<file path="src/rtl/mhsa_pkg.sv">
// Shared definitions for the MHSA job sequencer: FSM states and start CSR field positions.
package mhsa_pkg;

    typedef enum logic [2:0] {
        StIdle,
        StRd,
        StFlush,
        StWr,
        StDone
    } state_e;

    localparam int unsigned START_GO_BIT  = 0;
    localparam int unsigned START_LEN_MSB = 31;
    localparam int unsigned START_LEN_LSB = 16;

endpackage

</file>
<file path="src/rtl/mhsa_sync_fifo.sv">
// Synchronous FIFO with occupancy count; head word is presented combinationally on rdata.
module mhsa_sync_fifo #(
    parameter int unsigned DEPTH = 2,
    parameter int unsigned WIDTH = 64,
    localparam int unsigned CNT_W = $clog2(DEPTH + 1),
    localparam int unsigned PTR_W = (DEPTH > 1) ? $clog2(DEPTH) : 1
) (
    input  logic             clk,
    input  logic             rst,
    input  logic             push,
    input  logic [WIDTH-1:0] wdata,
    input  logic             pop,
    output logic [WIDTH-1:0] rdata,
    output logic             empty,
    output logic             full,
    output logic [CNT_W-1:0] count
);

    logic [WIDTH-1:0] mem_q [DEPTH];
    logic [PTR_W-1:0] rd_ptr_q, wr_ptr_q;
    logic [CNT_W-1:0] count_q;
    logic             do_push, do_pop;

    function automatic logic [PTR_W-1:0] next_ptr(input logic [PTR_W-1:0] p);
        return (p == PTR_W'(DEPTH - 1)) ? '0 : p + PTR_W'(1);
    endfunction

    assign do_push = push && !full;
    assign do_pop  = pop && !empty;
    assign rdata   = mem_q[rd_ptr_q];
    assign empty   = (count_q == '0);
    assign full    = (count_q == CNT_W'(DEPTH));
    assign count   = count_q;

    always_ff @(posedge clk or posedge rst) begin
        if (rst) begin
            rd_ptr_q <= '0;
            wr_ptr_q <= '0;
            count_q  <= '0;
            for (int i = 0; i < DEPTH; i++) mem_q[i] <= '0;
        end else begin
            if (do_push) begin
                mem_q[wr_ptr_q] <= wdata;
                wr_ptr_q        <= next_ptr(wr_ptr_q);
            end
            if (do_pop) rd_ptr_q <= next_ptr(rd_ptr_q);
            case ({do_push, do_pop})
                2'b10:   count_q <= count_q + CNT_W'(1);
                2'b01:   count_q <= count_q - CNT_W'(1);
                default: count_q <= count_q;
            endcase
        end
    end

endmodule

</file>
<file path="src/rtl/mhsa_dma.sv">
// Job sequencer: streams N SRAM words into the core, writes N results back, then pulses done.
// Owns the shared SRAM port only while busy.
module mhsa_dma
    import mhsa_pkg::*;
#(
    parameter int unsigned DATA_W = 64,
    parameter int unsigned ADDR_W = 32,
    parameter int unsigned RD_LAT = 1
) (
    input  logic              clk,
    input  logic              rst,
    input  logic [31:0]       start,
    input  logic [31:0]       input_base,
    input  logic [31:0]       output_base,
    output logic              busy,
    output logic              done_pulse,
    output logic [ADDR_W-1:0] sram_addr,
    output logic              sram_read_en,
    output logic              sram_write_en,
    output logic [DATA_W-1:0] sram_wdata,
    input  logic [DATA_W-1:0] sram_rdata,
    output logic [DATA_W-1:0] in_tdata,
    output logic              in_tvalid,
    input  logic              in_tready,
    input  logic [DATA_W-1:0] out_tdata,
    input  logic              out_tvalid,
    output logic              out_tready
);

    localparam int unsigned FIFO_DEPTH = RD_LAT + 1;
    localparam int unsigned CNT_W      = $clog2(FIFO_DEPTH + 1);
    localparam int unsigned LEN_W      = START_LEN_MSB - START_LEN_LSB + 1;

    state_e            state_q;
    logic              start_go_q;
    logic [LEN_W-1:0]  len_q, rd_cnt_q, acc_cnt_q;
    logic [ADDR_W-1:0] in_base_q, out_base_q, wr_addr_q;
    logic [DATA_W-1:0] wr_data_q;
    logic              wr_en_q;
    logic [RD_LAT-1:0] rd_pipe_q;
    logic [RD_LAT:0]   rd_pipe_shift;
    logic [CNT_W-1:0]  fifo_count;
    logic [31:0]       occupancy;
    logic              fifo_empty, fifo_full, fifo_pop;
    logic              launch, rd_credit, out_fire;
    logic              unused_bits;

    assign unused_bits = ^{start[START_LEN_LSB-1:START_GO_BIT+1], fifo_full};

    assign launch = (state_q == StIdle) && start[START_GO_BIT] && !start_go_q;

    // The beat leaving the FIFO this cycle frees a slot, which keeps reads at one per cycle.
    assign occupancy = 32'(fifo_count) + 32'($countones(rd_pipe_q));
    assign rd_credit = occupancy < (32'(FIFO_DEPTH) + 32'(fifo_pop));

    assign sram_read_en  = (state_q == StRd) && rd_credit;
    assign sram_write_en = wr_en_q;
    assign sram_wdata    = wr_data_q;
    assign sram_addr     = sram_read_en ? in_base_q + ADDR_W'(rd_cnt_q) : wr_addr_q;
    assign rd_pipe_shift = {rd_pipe_q, sram_read_en};

    assign in_tvalid  = !fifo_empty;
    assign fifo_pop   = in_tvalid && in_tready;
    assign out_tready = (state_q == StWr) && (acc_cnt_q != len_q);
    assign out_fire   = out_tvalid && out_tready;
    assign busy       = (state_q != StIdle);
    assign done_pulse = (state_q == StDone);

    mhsa_sync_fifo #(
        .DEPTH (FIFO_DEPTH),
        .WIDTH (DATA_W)
    ) u_rd_fifo (
        .clk   (clk),
        .rst   (rst),
        .push  (rd_pipe_q[RD_LAT-1]),
        .wdata (sram_rdata),
        .pop   (fifo_pop),
        .rdata (in_tdata),
        .empty (fifo_empty),
        .full  (fifo_full),
        .count (fifo_count)
    );

    always_ff @(posedge clk or posedge rst) begin
        if (rst) begin
            state_q    <= StIdle;
            start_go_q <= 1'b0;
            len_q      <= '0;
            rd_cnt_q   <= '0;
            acc_cnt_q  <= '0;
            in_base_q  <= '0;
            out_base_q <= '0;
            wr_addr_q  <= '0;
            wr_data_q  <= '0;
            wr_en_q    <= 1'b0;
            rd_pipe_q  <= '0;
        end else begin
            start_go_q <= start[START_GO_BIT];
            rd_pipe_q  <= rd_pipe_shift[RD_LAT-1:0];
            wr_en_q    <= out_fire;
            if (out_fire) begin
                wr_addr_q <= out_base_q + ADDR_W'(acc_cnt_q);
                wr_data_q <= out_tdata;
                acc_cnt_q <= acc_cnt_q + LEN_W'(1);
            end
            unique case (state_q)
                StIdle: begin
                    if (launch) begin
                        len_q      <= start[START_LEN_MSB:START_LEN_LSB];
                        in_base_q  <= ADDR_W'(input_base);
                        out_base_q <= ADDR_W'(output_base);
                        rd_cnt_q   <= '0;
                        acc_cnt_q  <= '0;
                        state_q    <= (start[START_LEN_MSB:START_LEN_LSB] == '0) ? StDone : StRd;
                    end
                end
                StRd: begin
                    if (sram_read_en) begin
                        rd_cnt_q <= rd_cnt_q + LEN_W'(1);
                        if (rd_cnt_q == len_q - LEN_W'(1)) state_q <= StFlush;
                    end
                end
                StFlush: begin
                    if (rd_pipe_q == '0 && fifo_empty) state_q <= StWr;
                end
                StWr: begin
                    // All beats accepted and the strobe for the last one is out this cycle.
                    if (wr_en_q && acc_cnt_q == len_q) state_q <= StDone;
                end
                StDone:  state_q <= StIdle;
                default: state_q <= StIdle;
            endcase
        end
    end

endmodule

</file>
<file path="config.mk">
export PLATFORM = sky130hd
export DESIGN_NAME = mhsa_dma
export DESIGN_NICKNAME = d
export VERILOG_FILES = /design/src/rtl/mhsa_pkg.sv /design/src/rtl/mhsa_sync_fifo.sv /design/src/rtl/mhsa_dma.sv
export SDC_FILE = /design/constraint.sdc
export NUM_CORES = 1
export LEC_CHECK = 0
export ABC_AREA = 0
export ABC_CLOCK_PERIOD_IN_PS = 15100
export BUFFER_PORTS_ARGS = -buffer_cell sky130_fd_sc_hd__buf_2
export CORE_ASPECT_RATIO = 0.5
export CORE_UTILIZATION = 50
export CTS_CLUSTER_DIAMETER = 80
export DETAILED_ROUTE_END_ITERATION = 8
export MAX_ROUTING_LAYER = met4
export PLACE_DENSITY = 0.75
export REMOVE_ABC_BUFFERS = 1
export SLEW_MARGIN = 25
export SYNTH_ARGS = -nofsm -noshare
export SYNTH_HDL_FRONTEND = slang
export SYNTH_SLANG_ARGS = --single-unit
</file>
<file path="constraint.sdc">
create_clock -name clk -period 15.1 [get_ports clk]
set_input_delay 1.51 -clock clk [delete_from_list [all_inputs] [get_ports clk]]
set_output_delay 1.51 -clock clk [all_outputs]
set_load 0.02 [all_outputs]
</file>
==> flow_summary.ini <==
[synth]
ys_warn_count = 0
synth_xor_area_share_pct = 5.64
netlist_instances = 1751
synth-simple-area-share_pct = 18.3
synth-adder-area-share_pct = 2.99
ys_seq_elements = 346
synth_edf_count = 0
synth_top_family_by_area = simple AND/OR/NAND/NOR gates
avgSynthCellArea_sq_um = 9.85
ys_seq_area_share_pct = 50.2
synth.area.mux_share_pct = 12.8
synthFlopType = dfrtp_1
async_flop_share_pct = 100
synth_area_sq_um = 17200
netlist-cell-type-count = 67
synth_compound_area_share_pct = 7.13

[clocking]
clkTransAtPathRegs_ns = 0.06
cts_max_level = 1
clkLatencyLatePin_ns = 0.56
post_cts_resize_count = 0
cts_inserted_buffers = 31
hold_buffers = 0
cts_tree = yes
root_buffer = clkbuf_16
cts_setup_buffers = 0
clock_tree.buffer_depth = 3
cts.sinks = 346

[worst_setup_path]
path_delay_family = compound AO/OA/AOI/OAI gates
reg2regPathDepth = 9
endpoint = sram_addr[20]
path_class = reg2out
rr_endpoint = acc_cnt_q[13]$_DFF_PP0_
crit_buf_inv = 2
crit_cells = 11
cp_slowest_cell = a32oi_1
worstPathCellList = ha_1 -> inv_1 -> fa_1 -> nor2b_1 -> o2111a_1 -> o21ai_0 -> a32oi_1 -> nand3_1 -> xor2_1 -> o21ai_0 -> buf_2
worstPathArrival_ns = 3.82
required_ns = 13.59
r2r-start = len_q[6]$_DFFE_PP0P_
crit_top_cell = o21ai_0
critPathMaxFanout = 8
cp-start-kind = flip-flop
regToRegSetupSlack_ns = 10.92
end_kind = primary output
startpoint = rd_cnt_q[0]$_DFFE_PP0P_
slowest_delay_ns = 0.67

[timing]
hold_viol_final = 0
min_period_over_period_pct = 35.3
setup_slack_ns = 9.77
fmax_mhz = 188
slew_viol_final = 0
tightest_slew_ns = 0.972
rsz0062_at_grt = false
skew_ns = 0.0139
fin_crit_ns = 5.33
maxSlewHeadroom_pct = 34.6
final-setup-viol-count = 0
setup_tns_ns = 0

[place]
place_area_sq_um = 19400
place_ws_ns = 9.92
io_buffers = 378
hpwl_microns = 28800
dp_cells = 2496
globalplace.congestion = 0.903

[global_routing]
first_global_vias = 13100
antenna_found_initial = 6
grt_max_degree = 116
overflow = 0
grt_pass1_wl_microns = 67500
track_usage_pct = 24.2

[power]
ir_worst_vdd_mv = 0.158
switchingPower_mw = 2.16
p_int_mw = 2.86
leakage_nw = 10.1
swShare_pct = 43.0
power.total_mw = 5.02
pwr-share-comb_pct = 49.0
clockPowerShare_pct = 16.8
power_per_cell_area_nw_per_um2 = 244
p_seq_share_pct = 34.2

[floorplan]
fp.dieW_microns = 265
core_sq_um = 33500
pin_count = 394
initial_core_util_pct = 51.4
rows = 47
die_h_microns = 133
die_area_sq_um = 35300

[routing]
drtIter0Drc = 922
vias = 13500
drc = 0
drt_first_pass_iters = 7
ant_nets = 0
drt-total-wl_microns = 41900
routed_via_density = 5.29
wire_per_inst_microns = 16.4

[flow_run]
max_cap_viol_count = 0

[cells_and_area]
fin_area_sq_um = 20500
fin_cells = 2559
drive_gt1_share_pct = 30.9
area_delta_synth_final_pct = 19.1
nets = 2356
layout_common_cells = 506 x nand2_1, 378 x buf_2, 345 x dfrtp_1
layout_commonest_cell = nand2_1
nFillCells = 2880

[status]
outcome = finished, final reports clean

[hold_path]
hp-class = reg2reg
-- state kept, by name, summed over array words and instances (netlist names), 2 cells and up --
register         count
wr_addr_q           32
acc_cnt_q           16
sram_wdata          64
out_base_q          32
rd_cnt_q            16
in_base_q           32
state_q              3
u_rd_fifo.count      2
u_rd_fifo.mem_q    128
len_q               16
-- worst min-delay path, delay by kind of cell, from the launching register on --
kind / cells / cell delay, ns
flip-flops: 1 / 0.33
AND/OR/NAND/NOR: 2 / 0.11
-- cell families after synthesis --
group | count (synthesis)
mux | 197
xor+xnor | 111
compound gates | 203
fa+ha+maj | 40
simple gates | 732
flops | 346
buf+inv | 122
-- per-stage QoR --
step	util, %	hold WS [ns]
final	61.3	0.468
after global routing	61.3	0.494
after CTS	61.2	0.473
after detailed placement	58.0	0.457
after global placement	58.0	0.453
after floorplan	-	0.446
-- power groups by stage --
stage                     logic (mW)  registers [mW]  clock network (mW)
after floorplan                 1.66            1.75                   0
after global placement          2.42            1.70                   0
after detailed placement        2.47            1.72                   0
after CTS                       2.48            1.71               0.863
after global routing            2.67            1.78               0.902
final                           2.46            1.72               0.843
-- cells in the mapped netlist (all sizes together), types with 18 or more instances --
cell type | instances | share of area, %
nand2 | 507 | 11
dfrtp | 346 | 50
mux2 | 193 | 13
o21ai | 90 | 2.6
nor2 | 73 | 1.6
xnor2 | 67 | 3.4
clkbuf | 63 | 1.4
xor2 | 44 | 2.2
ha | 38 | 2.8
inv | 36 | 0.78
a21oi | 35 | 1.0
nand4 | 28 | 1.0
nand3 | 27 | 0.78
buf | 22 | 0.70
a31oi | 20 | 0.73
nor3 | 19 | 0.67
and3 | 18 | 0.65
-- worst min path at each step --
stage / from / to / slack [ns] / cells past startpoint
2_1_floorplan: wr_addr_q[0]$_DFFE_PP0P_ / wr_addr_q[0]$_DFFE_PP0P_ / 0.45 / 2
3_3_place_gp: sram_wdata[28]$_DFFE_PP0P_ / sram_wdata[28]$_DFFE_PP0P_ / 0.45 / 2
3_5_place_dp: sram_wdata[23]$_DFFE_PP0P_ / sram_wdata[23]$_DFFE_PP0P_ / 0.46 / 2
4_1_cts: sram_wdata[23]$_DFFE_PP0P_ / sram_wdata[23]$_DFFE_PP0P_ / 0.47 / 2
5_1_grt: sram_wdata[9]$_DFFE_PP0P_ / sram_wdata[9]$_DFFE_PP0P_ / 0.49 / 2
6_report: sram_wdata[23]$_DFFE_PP0P_ / sram_wdata[23]$_DFFE_PP0P_ / 0.47 / 2
-- final cells by class --
| type | instances | area, sq um | share of cell area [%] |
|---|---|---|---|
| clock inverters | 14 | 206 | 1.00 |
| multi-input cells | 1283 | 8110 | 39.5 |
| inverters | 37 | 148 | 0.719 |
| clock buffers | 43 | 871 | 4.24 |
| repair buffers | 389 | 1980 | 9.65 |
| well taps | 441 | 552 | 2.69 |
| flip-flops and latches | 346 | 8660 | 42.2 |
| diodes | 6 | 15.0 | 0.0731 |
-- metal layers --
layer | part of all wire [%] | up-vias | global-route usage (%)
met2 | 49 | 360 | 40.1
met1 | 44 | 6504 | 31.4
li1 | - | 6622 | -
met3 | 4.8 | 60 | 3.51
met4 | 2.1 | 0 | 6.04
met5 | 0 | - | -
No activity file was read; power rests on OpenSTA's default activity.
